**config.mk**
```make
export PLATFORM = sky130hd
export DESIGN_NAME = cga_mac_dram_seq
export DESIGN_NICKNAME = d
export VERILOG_FILES = /design/src/rtl/cga_mac_dram_seq.sv
export SDC_FILE = /design/constraint.sdc
export NUM_CORES = 1
export LEC_CHECK = 0
export BUFFER_PORTS_ARGS = -buffer_cell sky130_fd_sc_hd__buf_2
export CAP_MARGIN = 10
export CORE_MARGIN = 8
export CORE_UTILIZATION = 54
export DETAILED_ROUTE_END_ITERATION = 7
export PLACE_DENSITY = 0.79
export SYNTH_ARGS = -nofsm -noshare
export SYNTH_HDL_FRONTEND = slang
export SYNTH_SLANG_ARGS = --single-unit
```
**constraint.sdc**
```tcl
create_clock -name sysclk -period 2.15 [get_ports sysclk]
set_input_delay 0.215 -clock sysclk [delete_from_list [all_inputs] [get_ports sysclk]]
set_output_delay 0.215 -clock sysclk [all_outputs]
set_load 0.02 [all_outputs]
```
**src/rtl/cga_mac_dram_seq.sv**
```systemverilog
// DRAM access sequencer for the MAC address path: RAS/CAS access cycles with
// a multiplexed row/column address, plus periodic CAS-before-RAS refresh.
module cga_mac_dram_seq #(
  parameter int unsigned T_RCD            = 2,
  parameter int unsigned T_CAS            = 2,
  parameter int unsigned T_RP             = 2,
  parameter int unsigned T_REF            = 3,
  parameter int unsigned REFRESH_INTERVAL = 390
) (
  input  logic        sysclk,
  input  logic        sys_rst_n,
  input  logic        REQ,
  input  logic        WRITE,
  input  logic [19:0] MA_19_0,
  output logic        ACK,
  output logic        BUSY,
  output logic        REFPEND,
  output logic [9:0]  DRA_9_0,
  output logic        RAS_N,
  output logic        CAS_N,
  output logic        WE_N
);

  localparam int unsigned T_MAX_A = (T_RCD > T_CAS) ? T_RCD : T_CAS;
  localparam int unsigned T_MAX_B = (T_RP > T_REF) ? T_RP : T_REF;
  localparam int unsigned T_MAX   = (T_MAX_A > T_MAX_B) ? T_MAX_A : T_MAX_B;
  localparam int unsigned PH_W    = (T_MAX > 1) ? $clog2(T_MAX) : 1;
  localparam int unsigned REF_W   = $clog2(REFRESH_INTERVAL);

  typedef enum logic [2:0] {
    IDLE,
    ROW,
    COL,
    PRE,
    RCAS,
    RRAS
  } state_t;

  state_t            state;
  logic [PH_W-1:0]   phase;
  logic [REF_W-1:0]  ref_cnt;
  logic              ref_expire;
  logic [19:0]       addr_q;
  logic              wr_q;

  assign ref_expire = (ref_cnt == '0);

  always_ff @(posedge sysclk or negedge sys_rst_n) begin
    if (!sys_rst_n) begin
      ref_cnt <= REF_W'(REFRESH_INTERVAL - 1);
    end else if (ref_expire) begin
      ref_cnt <= REF_W'(REFRESH_INTERVAL - 1);
    end else begin
      ref_cnt <= ref_cnt - REF_W'(1);
    end
  end

  always_ff @(posedge sysclk or negedge sys_rst_n) begin
    if (!sys_rst_n) begin
      state   <= IDLE;
      phase   <= '0;
      addr_q  <= '0;
      wr_q    <= 1'b0;
      ACK     <= 1'b0;
      BUSY    <= 1'b0;
      REFPEND <= 1'b0;
      DRA_9_0 <= '0;
      RAS_N   <= 1'b1;
      CAS_N   <= 1'b1;
      WE_N    <= 1'b1;
    end else begin
      ACK <= 1'b0;
      if (ref_expire) REFPEND <= 1'b1;
      unique case (state)
        IDLE: begin
          if (REFPEND) begin
            // an expiry landing on the clearing edge keeps the flag set
            state   <= RCAS;
            REFPEND <= ref_expire;
            CAS_N   <= 1'b0;
            BUSY    <= 1'b1;
          end else if (REQ) begin
            state   <= ROW;
            addr_q  <= MA_19_0;
            wr_q    <= WRITE;
            DRA_9_0 <= MA_19_0[19:10];
            RAS_N   <= 1'b0;
            BUSY    <= 1'b1;
            phase   <= PH_W'(T_RCD - 1);
          end
        end
        ROW: begin
          if (phase == '0) begin
            state   <= COL;
            CAS_N   <= 1'b0;
            DRA_9_0 <= addr_q[9:0];
            WE_N    <= ~wr_q;
            phase   <= PH_W'(T_CAS - 1);
            ACK     <= (T_CAS == 1);
          end else begin
            phase <= phase - PH_W'(1);
          end
        end
        COL: begin
          if (phase == '0) begin
            state <= PRE;
            RAS_N <= 1'b1;
            CAS_N <= 1'b1;
            WE_N  <= 1'b1;
            phase <= PH_W'(T_RP - 1);
          end else begin
            // ACK is registered, so raise it one cycle ahead of the last COL cycle
            ACK   <= (phase == PH_W'(1));
            phase <= phase - PH_W'(1);
          end
        end
        PRE: begin
          if (phase == '0) begin
            state <= IDLE;
            BUSY  <= 1'b0;
          end else begin
            phase <= phase - PH_W'(1);
          end
        end
        RCAS: begin
          state <= RRAS;
          RAS_N <= 1'b0;
          phase <= PH_W'(T_REF - 1);
        end
        RRAS: begin
          if (phase == '0) begin
            state <= PRE;
            RAS_N <= 1'b1;
            CAS_N <= 1'b1;
            phase <= PH_W'(T_RP - 1);
          end else begin
            phase <= phase - PH_W'(1);
          end
        end
        default: state <= IDLE;
      endcase
    end
  end

endmodule

```
Word level (Yosys, flattened, before mapping)
Cells that the tools add are included.
{"block": "word_totals", "output_inout_bits": 16, "word_cells": 83, "reg_bits": 41}
{"block": "op_classes", "bitwise": 2, "n_addsub": 2, "n_eq_ne": 15, "mux": 33, "n_reduce_logical": 19}
{"operator": "10-bit two-way mux", "n": 3}
{"operator": "10-bit case mux with 2 select lines", "n": 1}
{"operator": "4-bit AND reduction", "n": 5}
{"operator": "3-bit two-way mux", "n": 5}
{"operator": "3-bit case mux with 5 select lines", "n": 1}
{"operator": "2-bit != test, second input constant", "n": 7}
{"operator": "1-bit two-way mux", "n": 13}
{"operator": "9-bit zero test", "n": 1}
{"operator": "9-bit two-way mux", "n": 1}
{"operator": "3-bit AND reduction", "n": 3}
{"operator": "9-bit by 1-bit subtractor with 9-bit output, second input constant", "n": 1}
{"operator": "2-bit two-way mux", "n": 4}
{"operator": "2-bit case mux with 4 select lines", "n": 1}
{"operator": "3-bit by 2-bit equality test with 1-bit output, second input constant", "n": 2}
{"operator": "3-bit equality test, second input constant", "n": 2}
{"operator": "1-bit case mux with 3 select lines", "n": 2}
{"operator": "2-bit nonzero test", "n": 3}
{"operator": "3-bit nonzero test", "n": 2}
{"operator": "1-bit case mux with 2 select lines", "n": 2}
{"operator": "4-bit nonzero test", "n": 1}
{"operator": "3-bit by 1-bit equality test with 1-bit output, second input constant", "n": 1}
{"operator": "3-bit zero test", "n": 1}
{"operator": "3-bit != test, second input constant", "n": 1}
{"operator": "3-bit OR reduction", "n": 1}
{"operator": "6 further kinds", "n": 7}

Depth between registers and ports, before layout
Gate-level depths: netlist of the first run.
{"block": "depth", "depth_word": 4, "mapped_depth": 6, "ltp_nobuf": 5}

Worst setup path before layout of the first run
Ideal clock, no wire load.
{"block": "synth_path", "kind": "register to register", "from": "reg REFPEND", "to": "reg DRA_9_0[0]", "t_arrival_ns": 1.720, "period_less_slack_ns": 1.844, "path_slack_ns": 0.306, "setup_ns": 0.125, "path_stages_with_launch": 4, "cell_sequence": "dfrtp_1 or3b_4 a211oi_4 mux2_2"}
{"block": "synth_via", "elab_chain_len": 2}
{"element": "from (decl)", "line": "17", "source": "output logic REFPEND,"}
{"element": "from (signal assigned)", "line": "79", "source": "REFPEND <= ref_expire;"}
{"element": "2-bit != test (no line)"}
{"element": "4-bit AND reduction (no line)"}
{"element": "to (signal assigned)", "line": "86", "source": "DRA_9_0 <= MA_19_0[19:10];"}
{"element": "to (signal assigned)", "line": "96", "source": "DRA_9_0 <= addr_q[9:0];"}
{"element": "to (decl)", "line": "18", "source": "output logic [9:0] DRA_9_0,"}
No other way between the ends.
A chain may end at the register's enable or synchronous reset.

Final worst setup path of the first run
{"block": "layout_path", "from": "reg REFPEND", "to": "reg DRA_9_0[2]"}
The elaborated chain is that of the path after synthesis.

==> flow_summary.yaml, run 1 <==
outcome:
  status: "finished, final reports clean"
placement:
  portBuffers: 39
  placed_area_um2: 2280
  place_congestion: 0.863
  pre_cts_ws_ns: 0.246
  dpl.hpwl_um: 3170
sta:
  finalCritPeriodShare_pct: 88.9
  grt_setup_unrepaired: "false"
  report.final.hold_viol_count: 0
  finalSetupTns_ns: 0
  slew_headroom_pct: 40.4
  max_freq_mhz: 523
  period_minus_slack_ns: 1.91
  tightest_slew_ns: 0.894
  setup_ws_ns: 0.238
  fin_skew_ns: 0.00716
  setup_viol: 0
  drv_slew: 0
critical_path:
  crit_path_start_kind: "register"
  criticalPathCategory: "register to register"
  path_max_fanout: 10
  cp.arrival_ns: 2.09
  worstPathRequired_ns: 2.33
  crit_path_end_kind: "register"
detailed_routing:
  drt_wl_total_um: 4330
  ant_nets: 0
  drtPass1Iterations: 4
  vias_per_cell: 5.66
  drc: 0
  num_vias: 1499
  routedWlPerCell_um: 16.3
  dr.first_iter.drc_count: 93
pwr:
  pwr-share-comb_pct: 45.0
  p_leak_nw: 1.10
  clkPwrFrac_pct: 15.0
  cell_internal_pwr_mw: 2.01
  p_per_area_nw_per_um2: 1350
  switchingPower_mw: 1.18
  p_seq_share_pct: 40.0
  ir_drop_v: 0.000455
  switching_share_pct: 36.9
  p_total_mw: 3.19
cells_and_area:
  stdcell_area_um2: 2360
  fillers: 280
  antenna_cells: 0
  area_growth_pct: 17.9
  final_layout_size_suffix_gt1_share_pct: 43.3
  final_nets: 244
clock_network:
  post_cts_buffers: 0
  clock-sinks: 41
  clock_latency_ns: 0.29
  tritoncts: "done"
  path_clk_slew_ns: 0.08
  htreeDepth: 2
  cts_buffers: 5
  ctsResizeCount: 0
  cts.path.max_buffers: 2
  cts_root_buf: "clkbuf_8"
  holdBufCountCts: 0
die:
  fp.dieH_um: 76.9
  initial_core_util_pct: 55.5
  io_pins: 40
  rows: 22
  core_area_um2: 3610
  chipWidth_um: 76.9
  die-area_um2: 5910
yosys:
  yosysTopAreaCell: "dfrtp_1"
  ys.flop_type: "dfrtp_1"
  ys_seq_area_share_pct: 51.7
  yosys-top-cells-count: "dfrtp_1, mux2_2, inv_1"
  yosysTopAreaCellShare_pct: 42.5
  ys_warn_count: 0
  synth.area.top_cells: "dfrtp_1, mux2_2, dfstp_2"
  netlist_area_um2: 2000
  yosysMostFrequentCell: "dfrtp_1"
  synthCells: 171
  synth_cell_types: 41
  syn_area_per_cell_um2: 11.7
  syn_nets: 199
  synth_edf_count: 0
  async_flop_share_pct: 100
  ys_seq_elements: 41
grt:
  track_usage_pct: 14.9
  antenna_found_initial: 0
  gr-total-overflow: 0
  grt_max_degree: 42
  grt_pass1_vias: 1476
  grt_first_pass_wirelength_um: 7180
job:
  max_cap_viol_count: 0
min_path:
  hp-class: "input port to asynchronous set/reset pin"
==> kinds of logic after synthesis <==
| group | Yosys count | synth area share [%] |
|---|---|---|
| mux | 32 | 17.9 |
| compound gates | 36 | 12.6 |
| buf+inv | 18 | 3.44 |
| xor+xnor | 1 | 0.438 |
| flops | 41 | 51.7 |
| simple gates | 39 | 11.4 |
| fa+ha+maj | 4 | 2.50 |
==> per-layer routing <==
metal	vias up	track usage (%)	part of all wire, %
met5	-	0	0
met4	0	5.00	1.3
met3	5	5.48	7.1
met2	64	25.7	52
met1	728	16.5	40
li1	702	-	-
==> power by group through the flow <==
| stage | Clock, mW | Sequential (mW) | Combinational, mW |
|---|---|---|---|
| finish | 0.479 | 1.27 | 1.43 |
| global route | 0.525 | 1.31 | 1.55 |
| CTS | 0.497 | 1.27 | 1.44 |
| detailed placement | 0 | 1.29 | 1.44 |
| global placement | 0 | 1.26 | 1.39 |
| floorplan | 0 | 1.39 | 0.898 |
==> worst paths after layout <==
| check | cells past startpoint | to | slack (ns) | from |
|---|---|---|---|---|
| setup / recovery | 3 | DRA_9_0[2] | 0.24 | REFPEND |
| hold / removal | 1 | phase[1] | 0.04 | sys_rst_n |
| setup reg to reg | 3 | DRA_9_0[2] | 0.24 | REFPEND |
| hold reg to reg | 1 | ref_cnt[0] | 0.48 | ref_cnt[0] |
| max in group asynchronous | 1 | addr_q[7] | 1.54 | sys_rst_n |
| min in group sysclk | 2 | addr_q[1] | 0.15 | MA_19_0[1] |
==> worst max-delay path, stage by stage (launching register included) <==
cell and delay, ns:
dfrtp_1 0.43, or3b_4 0.43, a211oi_4 0.55, mux2_2 0.40
==> cells in the final DEF, fill, tap and decap left out, types with 4 or more instances in the layout <==
cell type and n:
buf_2 39, dfrtp_1 34, mux2_2 31, inv_1 10, nor2_1 9, a21oi_1 8
dfstp_2 7, o21ai_0 7, nand2_1 7, buf_4 7, clkbuf_8 5, ha_1 4
==> flip-flops by register name (all words and copies together) (netlist names) <==
register,cells
DRA_9_0,10
addr_q,10
ref_cnt,9
state,3
phase,2
ACK,1
BUSY,1
CAS_N,1
RAS_N,1
REFPEND,1
WE_N,1
wr_q,1
==> cell type report <==
cell class              instances  area (um2)  area share, %
repair buffers                 46         248           10.5
inverters                      10        37.5           1.59
well taps                      48        60.1           2.54
clock inverters                 2        10.0          0.424
flip-flops and latches         41        1030           43.8
multi-input cells             112         898           38.0
clock buffers                   6        72.6           3.07
==> per-stage QoR <==
| stage | utilization (%) | instances | hold WS, ns |
|---|---|---|---|
| 2_1_floorplan | - | 171 | -0.0806 |
| 3_3_place_gp | 63.2 | 257 | 0.375 |
| 3_5_place_dp | 63.2 | 257 | 0.387 |
| 4_1_cts | 65.5 | 265 | 0.0665 |
| 5_1_grt | 65.5 | 265 | 0.114 |
| 6_report | 65.5 | 265 | 0.0377 |
Power figures use the tool's default switching activity.
==> inputs of run 2 (changes only) <==
- CORE_UTILIZATION: 54 -> 40
- PLACE_DENSITY: 0.79 -> unset
==> run 2 against run 1 <==
Net effect:
- final cell count grew 7.9%
- critical path type unchanged
- clock power increased by 35%
- worst hold slack improved by 0.0058 ns
- sequential power hardly changed
- global-route usage decreased by 2.5 points
- combinational power increased by 3%
- non-clock buffer count grew 2
- die area is 27% higher
- via count rose by 0.93%
- sequential share of layout area shrank 1.4 points
==> flow_summary.yaml, run 2 (same netlist as run 1, synthesis figures left out) <==
cells_and_area:
  final_core_util_pct: 50.9
  antenna_cells: 0
  area_growth_pct: 21.8
  final_layout_size_suffix_gt1_share_pct: 44.3
  reg_top3: "DRA_9_0 x10, addr_q x10, ref_cnt x9"
  final_cell_mix: "buf_2, dfrtp_1, mux2_2, inv_1"
  final_nets: 246
  final_common_cell: "buf_2"
sta:
  finalCritPeriodShare_pct: 87.4
  period_minus_slack_ns: 1.88
  report.final.hold_viol_count: 0
  fin_skew_ns: 0.00506
  setup_viol: 0
  slew_headroom_pct: 39.2
  max_freq_mhz: 532
  tightest_slew_ns: 0.912
  finalSetupTns_ns: 0
  grt_setup_unrepaired: "false"
  drv_slew: 0
detailed_routing:
  drt_wl_total_um: 4380
  routedWlPerCell_um: 15.3
  dr.first_iter.drc_count: 66
  ant_nets: 0
  drc: 0
  vias_per_cell: 5.29
  drtPass1Iterations: 4
  num_vias: 1513
critical_path:
  path_buf_inv: 1
  crit_path_end_kind: "register"
  critPathTopFamily: "simple AND/OR/NAND/NOR gates"
  worstPathRequired_ns: 2.33
  cp.arrival_ns: 2.06
  worstPathCellList: "buf_4 -> nor2_1 -> nand3_1 -> mux2_2"
  crit_path_start_kind: "register"
  critPathSlowestCell: "dfrtp_1"
  critPathMaxStageDelay_ns: 0.48
  timing.rr.start: "state[0]"
  reg2reg_slack_ns: 0.27
  worstReg2RegEnd: "addr_q[5]"
  rr_worst_depth: 4
  criticalPathCategory: "register to register"
  path_max_fanout: 11
die:
  chipWidth_um: 86.7
  io_pins: 40
  die-area_um2: 7520
  core_area_um2: 4790
  rows: 25
  initial_core_util_pct: 41.8
  fp.dieH_um: 86.7
job:
  max_cap_viol_count: 0
grt:
  grt_first_pass_wirelength_um: 7380
  gr-total-overflow: 0
  track_usage_pct: 12.4
  antenna_found_initial: 0
  grt_pass1_vias: 1564
  grt_max_degree: 42
pwr:
  p_per_area_nw_per_um2: 1390
  ir_drop_v: 0.000644
  p_leak_nw: 1.13
  switchingPower_mw: 1.18
  cell_internal_pwr_mw: 2.19
  pwr-share-comb_pct: 43.8
  switching_share_pct: 35.1
  p_seq_share_pct: 37.1
  clkPwrFrac_pct: 19.1
clock_network:
  holdBufCountCts: 0
  cts.path.max_buffers: 2
  clock_latency_ns: 0.29
  post_cts_buffers: 0
  path_clk_slew_ns: 0.08
  cts_root_buf: "clkbuf_8"
  tritoncts: "done"
  cts_buffers: 5
  clock-sinks: 41
  htreeDepth: 2
  ctsResizeCount: 0
placement:
  portBuffers: 39
  dpl.hpwl_um: 3280
  place_congestion: 0.862
min_path:
  hp-class: "input port to asynchronous set/reset pin"
outcome:
  status: "finished, final reports clean"
-- run 2: routing by layer --
layer / wire length [um] / GRT usage (%) / vias up
li1: - / - / 709
met1: 1880 / 14.4 / 740
met2: 2150 / 20.8 / 54
met3: 283 / 4.25 / 10
met4: 70 / 4.23 / 0
met5: 0 / 0 / -
-- run 2: through the flow --
step	instances	hold WS, ns	setup WS (ns)	total power [mW]	area (um2)
floorplan	171	-0.0806	0.306	2.28	2000
global placement	278	0.386	0.322	2.70	2320
detailed placement	278	0.402	0.286	2.77	2320
CTS	286	0.0786	0.254	3.43	2440
global route	286	0.109	0.119	3.61	2440
finish	286	0.0435	0.270	3.38	2440
-- run 2: worst reg2reg max path, delay by kind of cell, from the launching register on --
family / cells / cell delay (ns)
AND/OR/NAND/NOR: 2 / 0.65
flip-flops: 1 / 0.48
multiplexers: 1 / 0.44
buffers and inverters: 1 / 0.20
-- run 2: area by class of cell --
cell class / count / area (um2)
repair buffers: 48 / 263
inverters: 10 / 37.5
well taps: 67 / 83.8
flip-flops and latches: 41 / 1030
multi-input cells: 112 / 898
fillers: 437 / 2350
clock buffers: 6 / 82.6
clock inverters: 2 / 37.5
-- run 2: worst max-delay path by stage --
stage | startpoint | end | cells after the start
after floorplan | REFPEND | DRA_9_0[0] | 3
after global placement | state[0] | wr_q | 4
after detailed placement | state[0] | addr_q[1] | 4
after CTS | state[0] | addr_q[1] | 4
after global routing | state[0] | addr_q[1] | 4
final | state[0] | addr_q[5] | 4
-- run 2: power by group through the flow --
stage / sequential [mW] / combinational [mW] / clock (mW)
2_1_floorplan: 1.39 / 0.898 / 0
3_3_place_gp: 1.26 / 1.45 / 0
4_1_cts: 1.26 / 1.50 / 0.670
6_report: 1.25 / 1.48 / 0.645
5_1_grt: 1.30 / 1.62 / 0.702
3_5_place_dp: 1.27 / 1.50 / 0
==> inputs of run 3 (changes only) <==
- BUFFER_PORTS_ARGS: -buffer_cell sky130_fd_sc_hd__buf_2 -> unset
- CORE_MARGIN: 8 -> unset
- DONT_BUFFER_PORTS: unset -> 1
- PLACE_DENSITY: unset -> 0.65
==> run 3 against run 2 <==
Net effect:
- register-to-register slack better by 0.04 ns
- first-iteration DRC count up 18%
- clock power up 13%
- utilization down 2.8 points
- power down 1.9%
- largest power group is now registers
==> flow_summary.yaml, run 3 (same netlist as run 1, synthesis figures left out) <==
detailed_routing:
  drt_wl_total_um: 4000
  vias_per_cell: 5.36
  dr.first_iter.drc_count: 78
  drtPass1Iterations: 4
  num_vias: 1334
  drc: 0
  routedWlPerCell_um: 16.1
  ant_nets: 0
sta:
  setup_ws_ns: 0.308
  drv_slew: 0
  report.final.hold_viol_count: 0
  worst_hold_slack_ns: 0.0687
  tightest_slew_ns: 0.365
  finalCritPeriodShare_pct: 85.7
  fin_skew_ns: 0.00548
  period_minus_slack_ns: 1.84
  max_freq_mhz: 543
  setup_viol: 0
  grt_setup_unrepaired: "false"
  finalSetupTns_ns: 0
  slew_headroom_pct: 75.6
outcome:
  status: "finished, final reports clean"
cells_and_area:
  final_common_cell: "dfrtp_1"
  area_growth_pct: 14.2
  reg_top3: "DRA_9_0 x10, addr_q x10, ref_cnt x9"
  fin_cells: 249
  fillers: 438
  final_cell_mix: "dfrtp_1, mux2_2, inv_1, nor2_1, buf_4"
  multi_input_area_um2: 898
  final_nets: 209
  antenna_cells: 0
  final_layout_size_suffix_gt1_share_pct: 32.4
  regArea_um2: 1030
placement:
  pre_cts_ws_ns: 0.334
  place_congestion: 0.867
  dp.cells: 239
  portBuffers: 0
  dpl.hpwl_um: 2800
critical_path:
  cp.arrival_ns: 2.01
  crit_path_start_kind: "register"
  criticalPathCategory: "register to register"
  worstPathRequired_ns: 2.32
  crit_path_end_kind: "register"
  path_max_fanout: 10
pwr:
  p_leak_nw: 0.992
  p_total_mw: 3.32
  p_per_area_nw_per_um2: 1450
  ir_drop_v: 0.000803
die:
  rows: 25
  io_pins: 40
  initial_core_util_pct: 42.1
  chipWidth_um: 72.7
  core_area_um2: 4750
  fp.dieH_um: 72.7
  die-area_um2: 5290
grt:
  grt_pass1_vias: 1476
  grt_first_pass_wirelength_um: 6710
  gr-total-overflow: 0
  grt_max_degree: 42
  track_usage_pct: 16.7
  antenna_found_initial: 0
clock_network:
  tritoncts: "done"
  clock_latency_ns: 0.29
  cts_buffers: 5
  path_clk_slew_ns: 0.08
  htreeDepth: 2
  ctsResizeCount: 0
  clock-sinks: 41
  cts_root_buf: "clkbuf_8"
  cts.path.max_buffers: 2
job:
  max_cap_viol_count: 0
min_path:
  hp-class: "input port to register"
==> run 3: cell count changes in the layout (fill, tap and decap cells not counted), sizes merged <==
cell,before,now
dlygate4sd3,0,1
clkbuf,6,5
clkinvlp,1,0
buf,48,10
clkinv,0,1
bufinv,1,2
==> run 3: area by class of cell <==
class | count | area share [%]
multi-input cells | 112 | 39.3
flip-flops and latches | 41 | 45.3
clock buffers | 5 | 3.01
well taps | 67 | 3.67
inverters | 10 | 1.64
clock inverters | 3 | 2.85
repair buffers | 11 | 4.27
==> run 3: report_power, final <==
part,switching [mW],internal [mW],leakage (nW)
Sequential,0.373,1.08,0.484
Combinational,0.515,0.623,0.440
Clock,0.267,0.461,0.0681
Total,1.16,2.16,0.992
==> run 3: worst paths after layout <==
check | from | end | slack (ns) | cells past startpoint
min | MA_19_0[4] | addr_q[4] | 0.07 | 1
min in group asynchronous | sys_rst_n | ACK | 0.40 | 2
max reg2reg | phase[0] | DRA_9_0[5] | 0.31 | 6
min reg2reg | ref_cnt[0] | ref_cnt[0] | 0.49 | 1
max | phase[0] | DRA_9_0[5] | 0.31 | 6
max in group asynchronous | sys_rst_n | ref_cnt[0] | 1.49 | 2
==> run 3: timing repair <==
item	in CTS	in global routing
hold endpoints to repair	41	0
hold buffers	2	0
setup endpoints to repair	0	0
buffers inserted	0	0
==> run 3: metrics by stage <==
stage | area, um2 | utilization (%)
2_1_floorplan | 2000 | -
3_5_place_dp | 2120 | 44.6
3_3_place_gp | 2120 | 44.6
4_1_cts | 2290 | 48.1
5_1_grt | 2290 | 48.1
6_report | 2290 | 48.1
==> run 3: routing by layer <==
metal,vias to the layer above,track usage (%),wire length (um)
li1,631,-,-
met5,-,0,0
met3,6,4.28,197
met2,37,28.0,2060
met1,660,20.3,1700
met4,0,6.97,40
==> run 3: worst max-delay path: stages, from the launching register on <==
cell and delay (ns):
dfrtp_1 0.44, inv_1 0.08, ha_1 0.17, nand2_1 0.19, a211oi_4 0.26, buf_4 0.23
mux2_2 0.35
